<file path="src/rtl/game_tick_scheduler.sv">
// game_tick_scheduler: one shared prescaler produces a base tick, and three
// channel counters turn it into ball, paddle and scan clock-enable strobes.
// Run/pause/stop control plus a valid/ready port for changing channel periods.
// Optional ball speed-up: define TICK_SPEEDUP_EN.
module game_tick_scheduler #(
  parameter int PRESCALE  = 12500,
  parameter int PW        = 12,
  parameter int BALL_P    = 40,
  parameter int PAD_P     = 20,
  parameter int SCAN_P    = 4,
  parameter int SPEEDUP_N = 8,
  parameter int BALL_MIN  = 10
) (
  input  logic          clk_in,
  input  logic          rst,
  input  logic          cmd_start,
  input  logic          cmd_pause,
  input  logic          cmd_stop,
  input  logic          cfg_valid,
  output logic          cfg_ready,
  input  logic [1:0]    cfg_sel,
  input  logic [PW-1:0] cfg_period,
  output logic          base_tick,
  output logic          tick_ball,
  output logic          tick_pad,
  output logic          tick_scan,
  output logic [1:0]    state
);

  localparam int PSW = $clog2(PRESCALE);
  localparam logic [PSW-1:0] PRESC_LAST = PSW'(PRESCALE - 1);

  typedef enum logic [1:0] {
    ST_STOPPED = 2'b00,
    ST_RUNNING = 2'b01,
    ST_PAUSED  = 2'b10
  } stateT;

  stateT          r_state;
  stateT          w_nextState;
  logic [PSW-1:0] r_presc;
  logic [PW-1:0]  r_period [3];
  logic [PW-1:0]  r_cnt [3];
  logic           r_pendValid;
  logic [1:0]     r_pendSel;
  logic [PW-1:0]  r_pendPeriod;
  logic           r_ready;
  logic           w_bt;
  logic           w_apply;
  logic           w_reloadAll;
  logic [2:0]     w_fire;

  // Channel index 0 is ball, 1 paddle, 2 scan.
  function automatic logic [PW-1:0] defaultPeriod(input int idx);
    case (idx)
      0:       return PW'(BALL_P);
      1:       return PW'(PAD_P);
      default: return PW'(SCAN_P);
    endcase
  endfunction

  // Next state: stop beats pause beats start; commands that make no sense in the current state are ignored.
  always_comb begin
    w_nextState = r_state;
    if (cmd_stop) begin
      w_nextState = ST_STOPPED;
    end else if (cmd_pause) begin
      if (r_state == ST_RUNNING) w_nextState = ST_PAUSED;
    end else if (cmd_start) begin
      if (r_state != ST_RUNNING) w_nextState = ST_RUNNING;
    end
  end

  // Event decode: base tick (killed by a coincident stop), pending-write apply and channel fire.
  always_comb begin
    w_bt        = (r_state == ST_RUNNING) && (r_presc == PRESC_LAST) && !cmd_stop;
    w_apply     = r_pendValid && !cmd_stop && ((r_state != ST_RUNNING) || w_bt);
    w_reloadAll = cmd_stop || ((r_state == ST_STOPPED) && cmd_start);
    for (int i = 0; i < 3; i++) begin
      w_fire[i] = w_bt && (r_period[i] != '0) && (r_cnt[i] == PW'(1));
    end
  end

  // State register.
  always_ff @(posedge clk_in or posedge rst) begin
    if (rst) r_state <= ST_STOPPED;
    else     r_state <= w_nextState;
  end

  // Prescaler: counts while running, holds while paused, parked at zero when stopped.
  always_ff @(posedge clk_in or posedge rst) begin
    if (rst) begin
      r_presc <= '0;
    end else if (cmd_stop || (r_state == ST_STOPPED)) begin
      r_presc <= '0;
    end else if (r_state == ST_RUNNING) begin
      r_presc <= (r_presc == PRESC_LAST) ? '0 : r_presc + PSW'(1);
    end
  end

`ifdef TICK_SPEEDUP_EN
  localparam int SCW = (SPEEDUP_N > 1) ? $clog2(SPEEDUP_N) : 1;
  localparam logic [SCW-1:0] STROBE_LAST = SCW'(SPEEDUP_N - 1);

  logic [SCW-1:0] r_strobeCnt;
  logic           w_speedHit;

  assign w_speedHit = w_fire[0] && (r_strobeCnt == STROBE_LAST) && (r_period[0] > PW'(BALL_MIN));

  // Ball strobe counter; restarts on stop and whenever the ball period is written.
  always_ff @(posedge clk_in or posedge rst) begin
    if (rst) begin
      r_strobeCnt <= '0;
    end else if (cmd_stop || (w_apply && (r_pendSel == 2'd0))) begin
      r_strobeCnt <= '0;
    end else if (w_fire[0]) begin
      r_strobeCnt <= (r_strobeCnt == STROBE_LAST) ? '0 : r_strobeCnt + SCW'(1);
    end
  end
`else
  logic w_speedHit;
  logic w_unusedSpeedupCfg;

  assign w_speedHit         = 1'b0;
  assign w_unusedSpeedupCfg = (SPEEDUP_N != 0) ^ (BALL_MIN != 0);
`endif

  // Periods and counters: a write sets both (restarting phase); the counter reloaded on fire uses the old period.
  always_ff @(posedge clk_in or posedge rst) begin
    if (rst) begin
      for (int i = 0; i < 3; i++) begin
        r_period[i] <= defaultPeriod(i);
        r_cnt[i]    <= defaultPeriod(i);
      end
    end else begin
      for (int i = 0; i < 3; i++) begin
        if (w_apply && (r_pendSel == 2'(i))) begin
          r_period[i] <= r_pendPeriod;
          r_cnt[i]    <= r_pendPeriod;
        end else begin
          if ((i == 0) && w_speedHit) r_period[i] <= r_period[i] - PW'(1);
          if (w_reloadAll) begin
            r_cnt[i] <= r_period[i];
          end else if (w_bt && (r_period[i] != '0)) begin
            r_cnt[i] <= (r_cnt[i] == PW'(1)) ? r_period[i] : r_cnt[i] - PW'(1);
          end
        end
      end
    end
  end

  // Config handshake: hold one pending write; ready returns once it has been applied (sel 3 is just dropped).
  always_ff @(posedge clk_in or posedge rst) begin
    if (rst) begin
      r_pendValid  <= 1'b0;
      r_pendSel    <= 2'd0;
      r_pendPeriod <= '0;
      r_ready      <= 1'b1;
    end else if (cfg_valid && r_ready) begin
      r_pendValid  <= 1'b1;
      r_pendSel    <= cfg_sel;
      r_pendPeriod <= cfg_period;
      r_ready      <= 1'b0;
    end else if (w_apply) begin
      r_pendValid  <= 1'b0;
      r_ready      <= 1'b1;
    end
  end

  // Registered strobes, one cycle after the base-tick event.
  always_ff @(posedge clk_in or posedge rst) begin
    if (rst) begin
      base_tick <= 1'b0;
      tick_ball <= 1'b0;
      tick_pad  <= 1'b0;
      tick_scan <= 1'b0;
    end else begin
      base_tick <= w_bt;
      tick_ball <= w_fire[0];
      tick_pad  <= w_fire[1];
      tick_scan <= w_fire[2];
    end
  end

  assign state     = r_state;
  assign cfg_ready = r_ready;

endmodule

</file>
<file path="config.mk">
export PLATFORM = sky130hd
export DESIGN_NAME = game_tick_scheduler
export DESIGN_NICKNAME = d
export VERILOG_FILES = /design/src/rtl/game_tick_scheduler.sv
export SDC_FILE = /design/constraint.sdc
export NUM_CORES = 1
export LEC_CHECK = 0
export CORE_MARGIN = 2
export CORE_UTILIZATION = 45
export CTS_BUF_LIST = sky130_fd_sc_hd__clkbuf_2 sky130_fd_sc_hd__clkbuf_4 sky130_fd_sc_hd__clkbuf_8
export DETAILED_ROUTE_END_ITERATION = 16
export GPL_TIMING_DRIVEN = 0
export HOLD_SLACK_MARGIN = 0.02
export PLACE_DENSITY = 0.69
export REMOVE_ABC_BUFFERS = 1
export SYNTH_ARGS = -nofsm -noshare
export SYNTH_HDL_FRONTEND = slang
export SYNTH_SLANG_ARGS = --single-unit
</file>
<file path="constraint.sdc">
create_clock -name clk_in -period 8.3 [get_ports clk_in]
set_input_delay 2.49 -clock clk_in [delete_from_list [all_inputs] [get_ports clk_in]]
set_output_delay 2.49 -clock clk_in [all_outputs]
set_load 0.01 [all_outputs]
</file>
; ---- Yosys cells after proc, flatten, opt, wreduce, memory -nomap -nowiden
; Index checks and enable logic that the tools add are counted.
[totals]
inputBits = 20
out_inout_bits = 7
elab_cells = 85
regBits = 108
[classes]
reduce_logical = 32
addsub = 4
n_eq_ne = 9
muxes = 24
[ops]
columns = cell, n
row1 = 12-bit 2-to-1 mux, 12
row2 = 14-bit 2-to-1 mux, 3
row3 = "12-bit by 1-bit == test with 1-bit output, second input constant", 3
row4 = 12-bit nonzero test, 3
row5 = "12-bit by 1-bit subtractor with 12-bit output, second input constant", 3
row6 = 1-bit logical AND, 15
row7 = 3-bit nonzero test, 5
row8 = "14-bit by 1-bit adder with 14-bit output, second input constant", 1
row9 = "14-bit == test, second input constant", 1
row10 = 2-bit 2-to-1 mux, 5
row11 = "2-bit by 1-bit == test with 1-bit output, second input constant", 2
row12 = 2-bit logical NOT, 2
row13 = 1-bit 2-to-1 mux, 4
row14 = 2-bit nonzero test, 2
row15 = 1-bit logical OR, 3
row16 = "3-bit by 1-bit != test with 1-bit output, second input constant", 1
row17 = 3-bit AND reduction, 1
row18 = "2-bit == test, second input constant", 1
row19 = "2-bit by 1-bit != test with 1-bit output, second input constant", 1
row20 = 1-bit logical NOT, 1

; ---- Logic depth before layout (Yosys ltp)
[logic_depth]
ltp_word = 7
mapped_depth = 10
ltp_nobuf = 8

; ---- Worst setup path after synthesis
; OpenSTA, ideal clock, no wires.
[synth_path]
path_type = input-to-reg
startpoint = in cmd_stop
endpoint = reg r_cnt[10] (netlist bit)
path_slack_ps = 4351
path_stages = 8
required_time_ps = 8171
path_buffers = 3
arrival_ps = 3821
setup_ps = 129
cell_sequence = clkbuf_1 > nor3_1 > and2_1 > buf_2 > a21oi_1 > buf_2 > a221oi_1 > a21oi_1
[synth_via]
elab_chain_len = 6
[synth_rtl]
columns = item, line
row1 = from (decl), 18  ; input logic cmd_stop,
row2 = 1-bit logical NOT *, 76  ; w_bt = (r_state == ST_RUNNING) && (r_presc == PRESC_LAST) && !cmd_stop;
row3 = 1-bit logical AND *, 76
row4 = named net w_bt, 48  ; logic w_bt;
row5 = 1-bit logical OR, 77  ; w_apply = r_pendValid && !cmd_stop && ((r_state != ST_RUNNING) || w_bt);
row6 = 1-bit logical AND, 77
row7 = 1-bit logical AND, 137  ; if (w_apply && (r_pendSel == 2'(i))) begin
row8 = 3-bit nonzero test (no source line) / 12-bit 2-to-1 mux (equally long branches), --
row9 = "to (signal, indexed assignment)", 139  ; r_cnt[i] <= r_pendPeriod;
row10 = "to (signal, indexed assignment)", 143  ; r_cnt[i] <= r_period[i];
row11 = "to (signal, indexed assignment)", 145  ; r_cnt[i] <= (r_cnt[i] == PW'(1)) ? r_period[i] : r_cnt[i] - PW'(1);
row12 = to (decl), 43  ; logic [PW-1:0] r_cnt [3];
; The timed path passes the listed nets; every way through them passes the cells marked *.
; A chain may end at the register's enable or synchronous reset.

; ---- Worst setup path after layout
[layout_path]
startpoint = in cmd_stop
endpoint = reg r_cnt[22] (netlist bit)
[layout_via]
elab_chain_len = 6
[layout_rtl]
columns = item, line
row1 = 1-bit logical NOT, "76, 77"
row2 = 1-bit logical AND, 76
row3 = 1-bit logical OR, 77
row4 = 1-bit logical AND, 77
row5 = 1-bit logical AND, 137
row6 = 3-bit nonzero test (no source line) / 12-bit 2-to-1 mux (equally long branches), --
; Parallel ways exist; a longest one is shown, timed or not.

==> summary.md <==
| Metric | Value |
|---|---|
| Status | finished clean |
| Period Utilization, post-route | 0.568 |
| Top_reg_cell synth | dfrtp_1 |
| Synth cell types | 60 |
| Worst EP required | between 8 and 9 ns |
| Yosys top cell area share | 0.421 |
| EDFF count, synth | 0 |
| Post-synthesis cell count | 633 |
| Post-route insts no fill | between 800 and 900 |
| Crit-path max FO | 22 |
| GRT overflow | 0 |
| Area of the multi-input gates | 2810 µm² |
| Worst slack, placed | around 3.2 ns |
| First-pass GRT wire length | 23,000 µm |
| Cts hold-fix bufs | 0 |
| Hold Vio Cnt, Final | 0 |
| Synth Area in Adders | 0.0152 |
| Kind of critical path | input pin to flop |
| Pin count of the biggest net entering global routing | 75 |
| Max_slew headroom | 0.185 |
| Buffers on Ports | 26 |
| Synth Area in XOR/XNOR | 0.0471 |
| DRT iter0 DRCs | around 330 |
| Slowest cell delay on critical path | 0.80 ns |
| Seq/Total Area, Yosys | 0.471 |
| Vias/cell | 5.86 |
| CP most frequent cell | a21oi_1 |
| Setup ws final | 3.58 ns |
| Leakage Power | 2.78 nW |
| # resized after CTS | 0 |
| Crit path time final | 4.72 ns |
| Total I/O pin count | 27 |
| Area of the mapped netlist | 5770 µm² |
| Max-capacitance violation count | 0 |
| Vias in the first global route | roughly 4,600 |
| Num CTS Buffers | 9 |
| Compound-Gate Fraction of Synth Area | 0.129 |
| TritonCTS Sinks | roughly 110 |
| Top post-synthesis cells by area | dfrtp_1 42%, nand2_1 9.8%, dfstp_2 5.0% |
| Syn-to-layout area delta | 9.29% |
| CTS root buf | clkbuf_8 |
| Routed WL | 13,800 µm |
| Clock transition at path regs | around 0.10 ns |
| Final TNS setup | 0 ns |
| Skew final | about 0.013 ns |
| Residual DRC | 0 |
| DIE HEIGHT | ~120 µm |
| Post-synthesis simple-gate area fraction | 0.264 |
| Final layout net count | 666 |
| H-tree depth | 3 |
| Share of cells above drive strength 1 | 0.0870 |
| Critical Path Source Type | input pin |
| Avg Cell Area, Syn | about 9 µm² |
| Critical Path, Cell by Cell | clkdlybuf4s50_1 -> a21oi_1 -> o31a_1 -> o32a_1 -> o21ai_0 -> a21oi_1 |
| Die extent in x | approximately 120 µm |
| Die ar. | 13,700 µm² |
| VDD IR max | 0.122 mV |
| Power density over the cells | 173 nW/µm² |
| DPL Wire Length | around 9400 µm |
| Std cell rows | 41 |
| Type of the most critical hold path | flop to flop |
| Post-synthesis async set-or-reset flop share | 1.00 |
| Clock Path Buffers | 2 |
| Critical Path Slowest Stage Cell | o31a_1 |
| Post-CTS Setup Inserts | 0 |
| CTS tree | built |
| Routed len/inst | between 15 and 20 µm |
| Register Area | 2720 µm² |
| Initial core utilization | 0.459 |
| ANT cells | 0 |
| Unrepaired setup endpoints after global routing | false |
| Warnings from Yosys | 0 |
| Fill cell count | roughly 1,200 |
| Total GRT Usage | 0.217 |
| Leading area contributor after synthesis | dfrtp_1 |
| Initial antenna violation count | 0 |
| CP Capture Type | flop |
| Placed Area | slightly above 6000 µm² |
| Initial DRT Pass Iterations | 5 |
| Synthesized flop and latch total | ~110 |
| Slew @ Worst Pin | 1.22 ns |
| Dpl cells | 800 |
| Final ANT Viol Nets | 0 |
| Slew Limit Fails | 0 |
| CORE AREA | between 10,000 and 15,000 µm² |
| Main combinational cell family by area after synthesis | simple AND/OR/NAND/NOR gates |
| Clk_lat worst skew | 0.39 ns |
| DR vias | 4,785 |
| # setup viols final | 0 |
| CP arrival | 5.04 ns |
| Design Area, Final | 6300 µm² |
| Mux contribution to synthesized area | 0.0308 |
| Routability Congestion | 0.852 |
| Max frequency | 0.212 GHz |
flip-flops by register name (all words and copies together) (netlist names), 2 cells and up:
signal	cells
state	2
r_period	36
r_pendSel	2
r_pendPeriod	12
r_presc	14
r_cnt	36
critical path, delay by kind of cell:
family                 cells  cell delay (ns)
buffers and inverters      1             0.53
AOI/OAI and AO/OA          5             2.01
through the flow:
step	utilization	power, mW	hold slack, ns
2_1_floorplan	-	0.707	0.446
3_3_place_gp	0.482	0.748	0.457
3_5_place_dp	0.484	0.756	0.463
4_1_cts	0.501	1.10	0.479
5_1_grt	0.501	1.14	0.503
6_report	0.501	1.09	0.477
path summary, 6_finish.rpt:
| check | startpoint | to | slack, ns | cells past startpoint |
|---|---|---|---|---|
| worst min-delay path | r_period[2] | r_period[2] | 0.48 | 2 |
| min in group asynchronous | rst | tick_ball | 2.47 | 2 |
| max in group asynchronous | rst | r_period[16] | 5.09 | 3 |
| worst max register to register | r_presc[0] | r_cnt[12] | 5.17 | 7 |
| worst min register to register | r_period[2] | r_period[2] | 0.48 | 2 |
| worst max-delay path | cmd_stop | r_cnt[22] | 3.58 | 6 |
area by class of cell:
cell class / count / share of cell area
Timing Repair Buffer: 27 / 0.0457
Inverter: 17 / 0.0105
Tap cell: 172 / 0.0342
Clock inverter: 4 / 0.00774
Multi-Input combinational cell: 476 / 0.446
Clock buffer: 12 / 0.0252
Sequential cell: 108 / 0.431
cell usage in the layout, fill, tap and decap left out, types with 5 or more instances in the layout:
cell type / n
clkdlybuf4s50_1: 26
dfrtp_1: 97
o2111ai_1: 17
nand3_1: 53
o31ai_1: 5
dfstp_2: 11
ha_1: 7
nand2_1: 151
inv_1: 16
o211ai_1: 14
o21ai_0: 13
xnor2_1: 20
nor2_1: 40
xor2_1: 11
nor4_1: 20
mux2_2: 14
nor3_1: 7
or3_1: 6
clkbuf_8: 11
or4_1: 5
a21oi_1: 29
logic make-up after synthesis:
logic type                 after synthesis
buffers and inverters                   49
DFF                                    108
and+or+nand+nor                        318
AOI/OAI and AO/OA                      104
xor gates and xnor gates                31
muxes                                   16
adders and majority gates                7
Yosys cell counts, drive strengths merged, types with 6 or more instances:
cell / count
a21oi: 29
buf: 22
clkbuf: 10
dfrtp: 97
dfstp: 11
ha: 7
inv: 17
mux2: 14
nand2: 151
nand3: 53
nor2: 41
nor3: 8
nor4: 21
o2111ai: 18
o211ai: 14
o21ai: 15
or3: 6
or4: 6
xnor2: 20
xor2: 11
power by group:
part,switching [mW],internal [mW]
clock network,0.183,0.159
registers,0.0299,0.549
logic,0.0965,0.0725
total,0.310,0.781
metal layers:
metal / global-route usage / wire, µm
met4: 0.0643 / 190
met5: 0 / 0
met3: 0.0525 / 737
met2: 0.346 / 6550
met1: 0.295 / 6320
Note: power is estimated with default switching activity, not from simulation.
==> RTL change 1: new RTL, same flow settings <==
`PW`: 12 -> 18.
--- a/src/rtl/game_tick_scheduler.sv
+++ b/src/rtl/game_tick_scheduler.sv
@@ -4,7 +4,7 @@
 // Optional ball speed-up: define TICK_SPEEDUP_EN.
 module game_tick_scheduler #(
   parameter int PRESCALE  = 12500,
-  parameter int PW        = 12,
+  parameter int PW        = 18,
   parameter int BALL_P    = 40,
   parameter int PAD_P     = 20,
   parameter int SCAN_P    = 4,
Ports: changed (resized cfg_period); port bits go from 27 to 33. The function was not compared with the original's and may differ.
==> RTL change 1 against the original RTL <==
Area after synthesis increased by 36%. Synthesized cell count increased by 29%. Die area increased by 35%. Wire length increased by 37%. First-iteration DRC count increased by 52%. Sequential cell count increased by 42. Clock power increased by 83%. Hold slack improved by 2.6 ps. Design area increased by 40%. Worst setup slack got worse by 290 ps. Total power increased by 55%. Critical path type unchanged. Largest cell class unchanged. Count of clock-buffer cells in the layout increased by 6.
==> RTL change 1: results <==
[critical_path]
rrSetupSlack_ps = 5020
cp_slowest_cell = "nor2_1"
crit_fanout = 17

[logic_synthesis]
synth_mux_area_share_pct = 6.40
ys_seq_area_share_pct = 48.1
synthDistinctLibCells = 61
netlist_top_cells_count = "dfrtp_1, nand2_1, nor2_1, mux2_2, clkbuf_1"
synth_xor_area_share_pct = 5.70
synthTopCellsByArea = "dfrtp_1, nand2_1, mux2_2"

[status]
status = "finished, final reports clean"

[drt]
drt-met1-wl_microns = 9090
wirelength_microns = 18900
met2_length_microns = 8450
dr_wl_met3_microns = 1130
route.vias.total = 6173

[power]
total_power_uw = 1690
leakagePower_uw = 0.00394
pg_comb_uw = 253
clkPwrFrac_pct = 37.2
p_switching_uw = 476

[clock_tree]
clock_latency_ps = 460
clk_pin_slew_worst_paths_ps = 80
cts_inserted_buffers = 17

[placed_design]
gp_congestion = 0.855
io_buffers = 32
place_hpwl_microns = 12300

[global_route]
grtUsageMet2_pct = 32.5
grt_max_degree = 92
grt_pass1_vias = 5968
grtUsageTotal_pct = 22.2

[timing]
holdWs_ps = 479
tightest_slew_ps = 1290

[min_path]
worstHoldStart = "r_period[20]"
min_to = "r_period[20]"

[final_layout]
fin_nets = 865
largest_registers = "r_cnt x54, r_period x54, r_pendPeriod x18"
drive_above_1_share_pct = 12.6
==> RTL change 1: cell count changes after synthesis, moves of 11 or more <==
cell | unedited run | this run
a211oi_1 | 0 | 17
a221o_1 | 0 | 22
clkbuf_1 | 10 | 37
dfrtp_1 | 97 | 139
mux2_2 | 14 | 41
nand2_1 | 151 | 135
nand3_1 | 53 | 31
nor2_1 | 40 | 94
o2111ai_1 | 17 | 3
o21ai_0 | 13 | 25
o31a_1 | 1 | 14
xor2_1 | 11 | 22
==> RTL change 1: layout make-up <==
type	instances	area (sq um)
well taps	225	282
multi-input cells	615	3870
repair buffers	39	447
flip-flops and latches	150	3770
fillers	1604	8330
clock buffers	18	241
clock inverters	13	195
inverters	9	38.8
==> RTL change 1: stage by stage <==
stage	util, %	std cells	setup WS (ps)	area, sq um
global route	51.5	1069	3070	8840
detailed placement	48.8	1037	2570	8380
finish	51.5	1069	3290	8840
CTS	51.3	1068	3060	8810
global placement	48.1	1031	-487	8250
floorplan	-	774	1790	7650
==> RTL change 1: worst max-delay path by stage <==
stage	from	to	depth (start not counted)
floorplan	rst	base_tick	1
global placement	rst	r_pendPeriod[3]	2
detailed placement	cmd_stop	r_cnt[45]	5
CTS	cmd_stop	r_cnt[45]	5
global route	cmd_stop	r_cnt[4]	7
finish	cmd_stop	r_cnt[2]	7
==> RTL change 1: worst max-delay path, delay by kind of cell <==
kind            cells  cell delay [ps]
buf+inv             2              870
simple gates        2              990
compound gates      3             1000
==> RTL change 1: kinds of logic (layout without fill, tap and decap cells) <==
| family | count (synthesis) | in the layout |
|---|---|---|
| AOI/OAI and AO/OA | 149 | 149 |
| and+or+nand+nor | 363 | 363 |
| muxes | 45 | 45 |
| adders and majority gates | 7 | 7 |
| buffers and inverters | 54 | 79 |
| DFF | 150 | 150 |
| xor gates and xnor gates | 51 | 51 |
==> RTL change 2: new RTL, same settings <==
Without the edit above. Register the inputs `cfg_valid`, `cfg_sel` and `cfg_period` before use, without a reset. The logic sees them one clock later. The other inputs are not delayed to match.
--- a/src/rtl/game_tick_scheduler.sv
+++ b/src/rtl/game_tick_scheduler.sv
@@ -35,6 +35,16 @@
     ST_RUNNING = 2'b01,
     ST_PAUSED  = 2'b10
   } stateT;
+
+  logic cfg_valid_q;
+  logic [1:0] cfg_sel_q;
+  logic [PW-1:0] cfg_period_q;
+
+  always_ff @(posedge clk_in) begin
+    cfg_valid_q  <= cfg_valid;
+    cfg_sel_q    <= cfg_sel;
+    cfg_period_q <= cfg_period;
+  end
 
   stateT          r_state;
   stateT          w_nextState;
@@ -156,10 +166,10 @@
       r_pendSel    <= 2'd0;
       r_pendPeriod <= '0;
       r_ready      <= 1'b1;
-    end else if (cfg_valid && r_ready) begin
+    end else if (cfg_valid_q && r_ready) begin
       r_pendValid  <= 1'b1;
-      r_pendSel    <= cfg_sel;
-      r_pendPeriod <= cfg_period;
+      r_pendSel    <= cfg_sel_q;
+      r_pendPeriod <= cfg_period_q;
       r_ready      <= 1'b0;
     end else if (w_apply) begin
       r_pendValid  <= 1'b0;
Formal check against the unedited RTL: not equivalent (Yosys sat finds a counterexample within 4 cycles, from zero or initial values and one cycle with rst high).
==> RTL change 2 against the original RTL <==
Design area up 9.7%. Register-to-register slack worse by 80 ps. Fmax down 6.3%. Hold slack worse by 66 ps. Worst setup slack worse by 320 ps. Sequential cell count up 15. Area after synthesis up 4.4%. Wire length up 2.3%. Global-route usage down 0.47 points. Critical endpoint is now r_cnt[4].
Power is not compared: it rests on default switching activity, and its combinational part moved more than twofold at a synthesized area within 25%.
==> RTL change 2: results <==
[clock_tree]
clk_pin_slew_worst_paths_ps = 70
clock_latency_ps = 440
clock_sinks = 123
htree_levels = 4

[drt]
routedWlPerCell_microns = 17.0

[logic_synthesis]
synthArstFlopShare_pct = 87.8
syn_inst = 624
ys_seq_area_share_pct = 50.1
netlist_top_cells_count = "nand2_1, dfrtp_1, nand3_1, nor2_1, o211ai_1"
synthTopCellsByArea = "dfrtp_1, nand2_1, dfxtp_1"

[final_layout]
nNonClkInverters = 11
fillers = 1219
multi_input_gates = 458
fin_nets = 667
drive_above_1_share_pct = 12.9
multi_input_area_share_pct = 41.1
clock_area_share_pct = 6.97

[global_route]
grtUsageTotal_pct = 21.2

[status]
status = "finished, final reports clean"

[critical_path]
crit_fanout = 31
rrSetupSlack_ps = 5090
critical_path_arrival_ps = 5380

[placed_design]
dp_cells = 797

[timing]
layout_setup_ws_ps = 3270
holdWs_ps = 410
[RTL change 2: cell types whose count changed after synthesis, sizes merged, moves of 6 or more]
cell / delta
o2111ai: -10
xnor2: -9
nand2: -28
nand4: +8
o211ai: +10
xor2: +7
clkbuf: +7
mux2i: +13
nor3: +9
buf: -7
a21oi: -9
dfxtp: +15
inv: -6
nor2: -13
[RTL change 2: critical path, cell delays in order]
cell and delay, ps:
clkdlybuf4s50_1 730, a21oi_4 880, and2_0 820, o21ai_0 210, o211ai_1 220
[RTL change 2: path summary, 6_finish.rpt]
path / startpoint / endpoint / depth (start not counted)
worst max-delay path: cmd_stop / r_cnt[4] / 5
worst min-delay path: cfg_valid_q / cfg_ready / 1
worst max register to register: state[1] / r_cnt[4] / 5
worst min register to register: cfg_valid_q / cfg_ready / 1
max in group asynchronous: rst / r_cnt[14] / 3
min in group asynchronous: rst / base_tick / 2
[RTL change 2: logic make-up after synthesis]
kind of cell | Yosys count | synth area share (%)
AND/OR/NAND/NOR | 294 | 24.1
flip-flops | 123 | 50.1
XOR/XNOR | 29 | 4.22
multiplexers | 29 | 5.12
buffers and inverters | 43 | 3.20
AO/OA/AOI/OAI | 99 | 11.7
adder cells (fa/ha/maj) | 7 | 1.46
[RTL change 2: power by group]
| part | leakage [uW] | switching, uW | internal, uW | total [uW] |
|---|---|---|---|---|
| clock network | 0.000243 | 241 | 394 | 634 |
| logic | 0.00122 | 275 | 267 | 542 |
| registers | 0.00150 | 251 | 803 | 1050 |
[RTL change 2: metal layers]
layer / up-vias / wire (microns) / global-route usage (%)
li1: 2289 / - / -
met1: 2362 / 6410 / 28.9
met2: 150 / 6580 / 32.5
met3: 33 / 777 / 5.42
met4: 0 / 356 / 8.60
met5: - / 0 / 0
